File: config.mk
export PLATFORM = sky130hd
export DESIGN_NAME = t_ff_bank_ctrl
export DESIGN_NICKNAME = d
export VERILOG_FILES = /design/src/rtl/t_ff_bank_pkg.sv /design/src/rtl/t_cell.sv /design/src/rtl/t_ff_bank_ctrl.sv
export SDC_FILE = /design/constraint.sdc
export NUM_CORES = 1
export LEC_CHECK = 0
export ABC_AREA = 1
export CAP_MARGIN = 20
export CORE_UTILIZATION = 65
export DETAILED_ROUTE_END_ITERATION = 12
export DONT_BUFFER_PORTS = 1
export PLACE_DENSITY = 0.8
export SLEW_MARGIN = 20
export SYNTH_ARGS = -nofsm -noshare
export SYNTH_HDL_FRONTEND = slang
export SYNTH_SLANG_ARGS = --single-unit
File: constraint.sdc
create_clock -name Clk -period 3.4 [get_ports Clk]
set_input_delay 0.68 -clock Clk [delete_from_list [all_inputs] [get_ports Clk]]
set_output_delay 0.68 -clock Clk [all_outputs]
set_load 0.05 [all_outputs]
File: src/rtl/t_ff_bank_pkg.sv
// Shared opcodes and FSM state encoding for the toggle flip-flop bank controller.
package t_ff_bank_pkg;

  localparam int unsigned OP_W = 2;

  localparam logic [OP_W-1:0] OP_CLEAR = 2'b00;
  localparam logic [OP_W-1:0] OP_LOAD  = 2'b01;
  localparam logic [OP_W-1:0] OP_UP    = 2'b10;
  localparam logic [OP_W-1:0] OP_DOWN  = 2'b11;

  typedef enum logic [1:0] {
    ST_IDLE = 2'd0,
    ST_EXEC = 2'd1,
    ST_DONE = 2'd2
  } state_t;

endpackage

File: src/rtl/t_cell.sv
// Single toggle flip-flop: flips on T, holds otherwise, clears on async reset.
module t_cell (
  input  logic Clk,
  input  logic Rst_n,
  input  logic T,
  output logic Q
);

  always_ff @(posedge Clk or negedge Rst_n) begin
    if (!Rst_n) begin
      Q <= 1'b0;
    end else if (T) begin
      Q <= ~Q;
    end
  end

endmodule

File: src/rtl/t_ff_bank_ctrl.sv
// Command sequencer steering a bank of toggle flip-flops to clear, load or count
// by generating the per-bit toggle mask each cycle.
module t_ff_bank_ctrl
  import t_ff_bank_pkg::*;
#(
  parameter int unsigned WIDTH  = 4,
  parameter int unsigned STEP_W = 8
) (
  input  logic              Clk,
  input  logic              Rst_n,
  input  logic              cmd_valid,
  output logic              cmd_ready,
  input  logic [OP_W-1:0]   cmd_op,
  input  logic [WIDTH-1:0]  cmd_data,
  input  logic [STEP_W-1:0] cmd_steps,
  output logic [WIDTH-1:0]  Q,
  output logic              busy,
  output logic              done,
  output logic              wrap
);

  state_t            state_q, state_d;
  logic [OP_W-1:0]   op_q;
  logic [WIDTH-1:0]  data_q;
  logic [STEP_W-1:0] steps_q;
  logic [WIDTH-1:0]  t_mask;
  logic [WIDTH-1:0]  up_mask, dn_mask;
  logic              accept;
  logic              is_count;

  assign cmd_ready = (state_q == ST_IDLE) & Rst_n;
  assign busy      = (state_q != ST_IDLE);
  assign done      = (state_q == ST_DONE);
  assign accept    = cmd_valid & cmd_ready;
  assign is_count  = op_q[1];

  // Ripple-free count masks: bit i toggles when all lower bits are 1 (up) or 0 (down).
  always_comb begin
    logic [WIDTH-1:0] low;
    low        = '0;
    up_mask    = '0;
    dn_mask    = '0;
    up_mask[0] = 1'b1;
    dn_mask[0] = 1'b1;
    for (int unsigned i = 1; i < WIDTH; i++) begin
      low[i-1]   = 1'b1;
      up_mask[i] = ((Q & low) == low);
      dn_mask[i] = ((Q & low) == '0);
    end
  end

  always_ff @(posedge Clk or negedge Rst_n) begin
    if (!Rst_n) begin
      state_q <= ST_IDLE;
    end else begin
      state_q <= state_d;
    end
  end

  always_comb begin
    state_d = state_q;
    t_mask  = '0;
    case (state_q)
      ST_IDLE: begin
        if (accept) begin
          if (cmd_op[1] && (cmd_steps == '0)) begin
            state_d = ST_DONE;
          end else begin
            state_d = ST_EXEC;
          end
        end
      end
      ST_EXEC: begin
        case (op_q)
          OP_CLEAR: t_mask = Q;
          OP_LOAD:  t_mask = Q ^ data_q;
          OP_UP:    t_mask = up_mask;
          default:  t_mask = dn_mask;
        endcase
        if (!is_count || (steps_q == STEP_W'(1))) begin
          state_d = ST_DONE;
        end
      end
      ST_DONE: state_d = ST_IDLE;
      default: state_d = ST_IDLE;
    endcase
  end

  // Command capture, step countdown and the registered wrap pulse.
  always_ff @(posedge Clk or negedge Rst_n) begin
    if (!Rst_n) begin
      op_q    <= OP_CLEAR;
      data_q  <= '0;
      steps_q <= '0;
      wrap    <= 1'b0;
    end else begin
      if (accept) begin
        op_q    <= cmd_op;
        data_q  <= cmd_data;
        steps_q <= cmd_steps;
      end else if ((state_q == ST_EXEC) && is_count) begin
        steps_q <= steps_q - STEP_W'(1);
      end
      wrap <= (state_q == ST_EXEC) &&
              (((op_q == OP_UP)   && (Q == '1)) ||
               ((op_q == OP_DOWN) && (Q == '0)));
    end
  end

  for (genvar g = 0; g < WIDTH; g++) begin : g_bank
    t_cell u_cell (
      .Clk   (Clk),
      .Rst_n (Rst_n),
      .T     (t_mask[g]),
      .Q     (Q[g])
    );
  end

endmodule

==> results.ini <==
[floorplanning]
die_h_um=47.55
die_width_um=47.55
dieArea_um2=2261
io_pins=25
core-area_um2=1962
rows=16
initial_core_util=0.6875

[synth]
synthCells=194
avgSynthCellArea_um2=6.953
synth_top_area_frac=0.3896
synth_warnings=0
syn-cell-area_um2=1349
ys_seq_elements=21
synth_top_cells_by_area=dfrtp_1, nand2_1, nand3_1
synth_seq_area_share=0.3896
synth.distinct_cells=25
yosysTopAreaCell=dfrtp_1
synth_nets=213

[route]
routed_via_density=5.477
drt-initial-drc-count=37
drc=0
drt_pass1_iterations=4
wl_per_cell_um=11.92
wl_mm=2.623
antenna_left=0
vias=1205

[setup_path]
critPathCaptureType=output pin
rr_worst_depth=7
r2r_start=g_bank[2].u_cell.Q
slowest_stage=dfrtp_1
setup.worst_path.class=register to output pin
cp_slowest_stage_delay_ns=0.45
cp-start-kind=register
crit_fanout=3
path_cells=inv_1, nand2_1, nor2_1, buf_4
worstReg2RegEnd=g_bank[2].u_cell.Q
crit_required_ns=2.72
rrSetupSlack_ns=1.93
worstPathArrival_ns=1.63

[sta]
setup_slack_ns=1.093
hold_slack_ns=0.03182
tightest_slew_ns=0.8909
timing.final.crit_period_ns=2.307
finalSetupTns_ns=0
max_slew_margin=0.4039
fin_worst_skew_ns=0.004766
fin_crit_sh=0.6784
setup_viol=0
fmax_mhz=433.5
rsz0062_at_grt=false
final_hold_viol_count=0
drv_slew=0

[power]
powerDensity_nw_per_um2=994.6
leakage_uw=0.0007184
vdd_drop_max_uv=804.0
power_uw=1366

[final_layout]
multiInputGateArea_um2=665.6
drive_above_1_share=0.08290
fill_cells=177
area_delta_synth_final_pct=1.855
stdcell_count=220
nets=213
seqCellArea_um2=525.5
diodes=0

[placement]
dp_hpwl_mm=1.977
dp_slack_ns=1.449
place.gp.congestion=0.9141
dp.cells=216
port_buffers=0

[clocking]
clk_latency_ns=0.32
cts_tree=yes
cts.repair.resized=0
postCtsSetupBuffers=0
numCtsBuffers=3
clk_path_buf_depth=2
numClockSinks=21
cts_hold_buf=0
clk_pin_slew_ns=0.13
cts-root-buf=clkbuf_4
htree_levels=1

[global_route]
track_usage=0.2594
grt_max_degree=24
grt_pass1_vias=943
antenna_found_initial=0
grt_overflow=0
grt_pass1_wl_mm=4.015

[run]
maxCapViolCount=0

[outcome]
status=completed

[min_path]
hold_class=primary input to async pin

## sequential cells by signal (all words and copies together) (netlist names)
name,flops
wrap,1
g_bank.u_cell.Q,4
data_q,4
steps_q,8
state_q,2
op_q,2
## power by group
part / internal (uW) / switching (uW) / total [uW]
registers: 364 / 228 / 592
logic: 223 / 421 / 643
clock network: 45.0 / 85.7 / 131
total: 632 / 734 / 1370
## cells by family after synthesis
logic type	Yosys count	share of synthesized area
compound gates	19	0.08905
fa+ha+maj	2	0.01855
buf+inv	35	0.1169
simple gates	115	0.3729
flops	21	0.3896
xor+xnor	2	0.01299
## worst max-delay path: cells and delay by family, from the launching register on
kind | cells | cell delay, ns
AND/OR/NAND/NOR | 2 | 0.53
flip-flops | 1 | 0.45
buffers and inverters | 2 | 0.33
## final cells by class
| type | count | share of cell area |
|---|---|---|
| Timing Repair Buffer | 1 | 0.005464 |
| Multi-Input combinational cell | 138 | 0.4845 |
| Tap cell | 27 | 0.02459 |
| Clock buffer | 3 | 0.01639 |
| Sequential cell | 21 | 0.3825 |
| Clock inverter | 1 | 0.005464 |
| Inverter | 29 | 0.08106 |
## layer usage
layer  vias to the layer above  track usage  wire [um]
met5                         -            0          0
met3                         5      0.03396        160
met2                        43       0.3781       1154
li1                        600            -          -
met4                         0       0.1000         45
met1                       557       0.3910       1264
## per-stage QoR
stage / utilization / area [um^2]
after detailed placement: 0.6849 / 1344
after global routing: 0.7003 / 1374
after floorplan: - / 1349
after CTS: 0.7003 / 1374
after global placement: 0.6849 / 1344
final: 0.7003 / 1374
## cells in the mapped netlist (all sizes together)
cell type,count
nand3,22
a21boi,1
nor2,21
o21ai,12
xnor2,2
ha,2
buf,6
o211ai,4
nand2,69
nand3b,1
inv,29
dfrtp,21
nand4,2
a21oi,2
## how the worst max path moves through the flow
stage	from	end	slack [ns]	cells after the start
5_1_grt	state_q[1]	cmd_ready	0.97	4
2_1_floorplan	state_q[1]	cmd_ready	1.14	3
4_1_cts	state_q[1]	cmd_ready	1.08	4
6_report	state_q[1]	cmd_ready	1.09	4
3_5_place_dp	state_q[1]	cmd_ready	1.45	4
3_3_place_gp	state_q[1]	cmd_ready	1.51	4
## cells in the final DEF, fill, tap and decap left out, drive strengths merged, types with 2 or more instances in the layout
master,instances
xnor2,2
inv,29
nand3,22
o211ai,4
ha,2
o21ai,12
a21oi,2
nor2,21
dfrtp,21
nand2,69
clkbuf,3
nand4,2
Note: power is estimated with default switching activity, not from simulation.
